### src/rtl/player_move.sv
// rtl/player_move.sv - per-frame player position and jump/fall state machine.
// Optional JUMP_BUFFER_EN remembers a jump press for up to four frames before landing.
module player_move #(
    parameter int X_INIT   = 512,
    parameter int Y_INIT   = 100,
    parameter int H_STEP   = 4,
    parameter int JUMP_VEL = 16,
    parameter int GRAVITY  = 1,
    parameter int MAX_FALL = 12,
    parameter int X_MIN    = 32,
    parameter int X_MAX    = 992,
    parameter int Y_MAX    = 736
) (
    input  logic        clk,
    input  logic        rst,
    input  logic        frame_tick,
    input  logic        key_left,
    input  logic        key_right,
    input  logic        key_jump,
    input  logic        collision_up,
    input  logic        collision_down,
    input  logic        collision_left,
    input  logic        collision_right,
    output logic [10:0] xpos,
    output logic [10:0] ypos,
    output logic        on_ground
);

    typedef enum logic [1:0] {
        GROUND = 2'd0,
        JUMP   = 2'd1,
        FALL   = 2'd2
    } state_t;

    state_t      state, state_nxt;
    logic [5:0]  vy, vy_nxt;
    logic [10:0] x_nxt, y_nxt;
    logic [11:0] x_ext;
    logic [5:0]  vy_up;
    logic [6:0]  vy_dn_raw;
    logic [5:0]  vy_dn;
    logic [11:0] y_dn;
    logic        jump_want;
    logic        jump_taken;

    // Upward moves stop at the top of the screen instead of wrapping.
    function automatic logic [10:0] sub_sat0(input logic [10:0] y, input logic [5:0] d);
        logic [11:0] diff;
        diff = {1'b0, y} - {6'd0, d};
        sub_sat0 = diff[11] ? 11'd0 : diff[10:0];
    endfunction

`ifdef JUMP_BUFFER_EN
    logic       key_jump_d;
    logic       jump_req;
    logic [1:0] req_age;
    logic       key_rise;

    assign key_rise  = key_jump & ~key_jump_d;
    assign jump_want = jump_req | key_jump;

    // A fresh press wins over an expiry or acceptance on the same cycle.
    always_ff @(posedge clk) begin
        if (rst) begin
            key_jump_d <= 1'b0;
            jump_req   <= 1'b0;
            req_age    <= 2'd0;
        end else begin
            key_jump_d <= key_jump;
            if (key_rise) begin
                jump_req <= 1'b1;
                req_age  <= 2'd0;
            end else if (frame_tick && jump_req) begin
                if (jump_taken || req_age == 2'd3) begin
                    jump_req <= 1'b0;
                    req_age  <= 2'd0;
                end else begin
                    req_age <= req_age + 2'd1;
                end
            end
        end
    end
`else
    assign jump_want = key_jump;
`endif

    assign jump_taken = (state == GROUND) && collision_down && jump_want;

    always_comb begin
        x_nxt = xpos;
        x_ext = {1'b0, xpos};
        if (key_right && !key_left && !collision_right) begin
            if (x_ext + 12'(H_STEP) >= 12'(X_MAX)) begin
                x_nxt = 11'(X_MAX);
            end else begin
                x_nxt = xpos + 11'(H_STEP);
            end
        end else if (key_left && !key_right && !collision_left) begin
            if (x_ext <= 12'(X_MIN + H_STEP)) begin
                x_nxt = 11'(X_MIN);
            end else begin
                x_nxt = xpos - 11'(H_STEP);
            end
        end
    end

    always_comb begin
        state_nxt = state;
        vy_nxt    = vy;
        y_nxt     = ypos;
        vy_up     = vy - 6'(GRAVITY);
        vy_dn_raw = {1'b0, vy} + 7'(GRAVITY);
        vy_dn     = (vy_dn_raw > 7'(MAX_FALL)) ? 6'(MAX_FALL) : vy_dn_raw[5:0];
        y_dn      = {1'b0, ypos} + {6'd0, vy_dn};
        unique case (state)
            GROUND: begin
                if (!collision_down) begin
                    state_nxt = FALL;
                    vy_nxt    = 6'd0;
                end else if (jump_taken) begin
                    state_nxt = JUMP;
                    vy_nxt    = 6'(JUMP_VEL);
                    y_nxt     = sub_sat0(ypos, 6'(JUMP_VEL));
                end
            end
            JUMP: begin
                if (collision_up || vy <= 6'(GRAVITY)) begin
                    state_nxt = FALL;
                    vy_nxt    = 6'd0;
                end else begin
                    vy_nxt = vy_up;
                    y_nxt  = sub_sat0(ypos, vy_up);
                end
            end
            default: begin
                if (collision_down) begin
                    state_nxt = GROUND;
                    vy_nxt    = 6'd0;
                end else if (y_dn >= 12'(Y_MAX)) begin
                    state_nxt = GROUND;
                    vy_nxt    = 6'd0;
                    y_nxt     = 11'(Y_MAX);
                end else begin
                    state_nxt = FALL;
                    vy_nxt    = vy_dn;
                    y_nxt     = y_dn[10:0];
                end
            end
        endcase
    end

    always_ff @(posedge clk) begin
        if (rst) begin
            state <= FALL;
            vy    <= 6'd0;
            xpos  <= 11'(X_INIT);
            ypos  <= 11'(Y_INIT);
        end else if (frame_tick) begin
            state <= state_nxt;
            vy    <= vy_nxt;
            xpos  <= x_nxt;
            ypos  <= y_nxt;
        end
    end

    assign on_ground = (state == GROUND);

endmodule

### config.mk
export PLATFORM = sky130hd
export DESIGN_NAME = player_move
export DESIGN_NICKNAME = d
export VERILOG_FILES = /design/src/rtl/player_move.sv
export SDC_FILE = /design/constraint.sdc
export NUM_CORES = 1
export LEC_CHECK = 0
export CAP_MARGIN = 30
export CORE_ASPECT_RATIO = 1.75
export CORE_MARGIN = 1.5
export CORE_UTILIZATION = 29
export CTS_CLUSTER_DIAMETER = 120
export DETAILED_ROUTE_END_ITERATION = 6
export PLACE_DENSITY = 0.56
export SLEW_MARGIN = 20
export SYNTH_ARGS = -nofsm -noshare
export SYNTH_HDL_FRONTEND = slang
export SYNTH_SLANG_ARGS = --single-unit
### constraint.sdc
create_clock -name clk -period 7.4 [get_ports clk]
set_clock_uncertainty 0.2 [all_clocks]
set_input_delay 1.48 -clock clk [delete_from_list [all_inputs] [get_ports clk]]
set_output_delay 1.48 -clock clk [all_outputs]
set_load 0.01 [all_outputs]
==> impl_summary.log <==
INFO  metric first_pass_iters = 4
INFO  metric hold-path-endpoint = ypos[0]
INFO  metric yosys_warnings = 0
INFO  metric synthesis.area = 2930 um^2
INFO  metric max-vdd-ir-drop = 0.0943 mV
INFO  metric layout_worst_path_cycle_share = 62.6%
INFO  metric postSynth.asyncResetShare = 0%
INFO  metric min_period = 4.63 ns
INFO  metric route.detailed.wl_per_inst = 16.1 um
INFO  metric power_density_over_the_cells = 154 nW/um^2
INFO  metric ctsHoldBuffers = 0
INFO  metric via_count = 3082
INFO  metric post_synth.cell_area_avg = 7.29 um^2
INFO  metric std_cell_rows = 48
INFO  metric synth_enable_flop_cells = 0
INFO  metric max_freq = 216 MHz
INFO  metric synth_top_flop_cell = dfxtp_1
INFO  metric ant_nets = 0
INFO  metric portion_of_synthesized_cell_area_occupied_by_the_leading_cell_type = 19.1%
INFO  metric muxShareOfSynthArea = 1.96%
INFO  metric clock_pin_transition_on_the_worst_setup_and_hold_timing_paths = 0.07 ns
INFO  metric clock_sinks = 28
INFO  metric synth-seq-cells = 28
INFO  metric hp-class = reg2reg
INFO  metric yosys.area_share.simple = 25.6%
INFO  metric compound_gate_portion_of_the_synthesized_area = 31.4%
INFO  metric cts.repair.resized = 0
INFO  metric hpwlAfterDp = 6.66 mm
INFO  metric setup-tns-final = 0 ns
INFO  metric grt_setup_unrepaired = no
INFO  metric fin_nets = 450
INFO  metric final-hold-violation-count = 0
INFO  metric coreArea = 9850 um^2
INFO  metric die_area = 10700 um^2
INFO  metric total_power = 520 uW
INFO  metric dominant_cell_by_count_in_the_synthesized_netlist = nor2_1
INFO  metric ctsHtreeMaxLevel = 1
INFO  metric drt-vias-per-instance = 5.70
INFO  metric drive_gt1_share = 4.57%
INFO  metric synthXorXnorAreaFrac = 5.38%
INFO  metric grt_pass1_wl = 14.4 mm
INFO  metric netlist.top_cell.by_area = dfxtp_1
INFO  metric gr-usage-all-layers = 16.6%
INFO  metric synth_cells = 402
INFO  metric grt_pass1_vias = 2987
INFO  metric floorplan.initialDensity = 29.7%
INFO  metric ctsLongestPathBuffers = 2
INFO  metric detailed_place.area = 3310 um^2
INFO  metric reg2reg_to = ypos[6]
INFO  metric dr.first_iter.drc_count = 124
INFO  metric antenna_found_initial = 0
INFO  metric number_of_different_library_cells_in_the_post_synthesis_netlist = 68
INFO  metric rr_worst_depth = 14
INFO  metric reg2reg_setup_slack = 2.77 ns
INFO  metric post-route-drc-count = 0
INFO  metric grt-ovfl-total = 0
INFO  metric worst_hold_launch = ypos[0]
INFO  metric post_cts_repair_timing_setup_buffer_count = 0
INFO  metric worst_hold_path.num_cells = 2
INFO  metric synth_top_family_by_area = compound AO/OA/AOI/OAI gates
INFO  metric clk_root_buffer_cell = clkbuf_16
INFO  metric post_synth_most_frequent_cells = 45 x nor2_1, 28 x dfxtp_1, 28 x nand2_1
INFO  metric numPortBuffers = 30
INFO  metric timing.final.setup_violations = 0
INFO  metric cts_tree = done
INFO  metric crit_arrival = 4.58 ns
INFO  metric syn2layout_area_growth = 15.4%
INFO  metric worst_r2r_startpoint = vy[0]
INFO  metric critPathMaxFanout = 14
INFO  metric die_w = 79.0 um
INFO  metric total_placed_cells_including_tap_cells = 538
INFO  metric io_pins = 33
INFO  metric post-route-cell-area = 3380 um^2
INFO  metric critPathRequiredTime = 7.35 ns
INFO  metric worst_slew_slack_as_a_fraction_of_its_limit = 45.4%
INFO  metric seq_area_frac_synth = 19.1%
INFO  metric final_cells = 541
INFO  metric criticalPathCategory = reg2reg
INFO  metric fp.dieH = 136 um
INFO  metric max_slew.worst_pin.slew = 0.811 ns
INFO  metric post_synth_fa_ha_maj_area_fraction = 9.91%
INFO  metric status = finished, final reports clean
INFO  metric routed_wl = 8.72 mm
INFO  metric total_leakage_power = 0.00123 uW
INFO  metric place_congestion = 0.854
INFO  metric synth_top_cells_by_area = dfxtp_1 19%, ha_1 8.5%, nor2_1 5.8%
INFO  metric grt_start_max_net_pins = 31
INFO  metric cap_viol_max_count = 0
INFO  metric cts_made_buffers = 3
INFO  metric final_max_slew_viol_count = 0
INFO  metric antenna-diode-count = 0
INFO  metric clock_insertion_delay_worst_skew = 0.27 ns
INFO  metric num-fill-cells = 1077
INFO  metric crit_path_end_kind = flop
INFO  metric crit_path_start_kind = flop
-- layout make-up --
cell class	instances	area, um^2	share of cell area, %
Timing Repair Buffer	32	315	9.33
Multi-Input combinational cell	331	2190	64.8
Clock buffer	3	75.1	2.22
Sequential cell	28	561	16.6
Tap cell	125	156	4.63
Inverter	22	82.6	2.44
-- metrics by stage --
stage               hold WS (ns)  worst slack (ns)  util (%)
floorplan                  0.333              3.48         -
detailed placement         0.327              2.82      33.6
global route               0.399              2.48      34.3
CTS                        0.343              2.81      34.3
finish                     0.336              2.77      34.3
global placement           0.318              2.94      33.6
-- critical path, cell delays in order, from the launching register on --
cell and delay [ns]:
dfxtp_1 0.48, ha_1 0.27, nand3_1 0.13, mux2_2 0.30
a211oi_1 0.40, nand2_1 0.18, inv_1 0.08, ha_1 0.23
a211oi_1 0.45, o21ai_0 0.24, xor2_1 0.20, a211oi_2 0.24
a2111o_1 0.46, a31oi_1 0.14, or4b_1 0.50
-- power breakdown --
| part | internal (uW) | leakage, uW | switching (uW) |
|---|---|---|---|
| Combinational | 94.0 | 0.000968 | 114 |
| Sequential | 160 | 0.000229 | 23.3 |
| Clock | 72.1 | 0.0000370 | 56.7 |
-- layer usage --
layer	global-route usage [%]	wire, um	part of all wire (%)	up-vias
li1	-	-	-	1520
met1	17.2	3370	39	1464
met2	33.0	4890	56	75
met3	1.07	197	2.3	23
met4	7.31	263	3.0	0
met5	0	0	0	-
-- state kept, by name (all words and copies together), names as in the netlist --
signal  cells
vy          6
ypos       11
state       2
xpos        9
-- cell usage in the layout (no fill, tap or decap), types with 15 or more instances in the layout --
cell type,synthesis,final
a21oi_1,25,25
clkdlybuf4s50_1,0,30
dfxtp_1,28,28
ha_1,20,20
inv_1,22,22
nand2_1,28,28
nand3_1,15,15
nor2_1,45,45
nor3_1,21,21
o21ai_0,25,25
-- cell families after synthesis --
group	count (synthesis)
AND/OR/NAND/NOR	150
AO/OA/AOI/OAI	132
flip-flops	28
multiplexers	5
adder cells (fa/ha/maj)	22
other	1
buffers and inverters	46
XOR/XNOR	18
-- worst max path at each step --
stage	startpoint	to
final	vy[0]	ypos[6]
after floorplan	vy[0]	ypos[6]
after global placement	vy[0]	ypos[6]
after global routing	vy[0]	ypos[6]
after CTS	vy[0]	ypos[6]
after detailed placement	vy[0]	ypos[6]
Power figures use the tool's default switching activity.
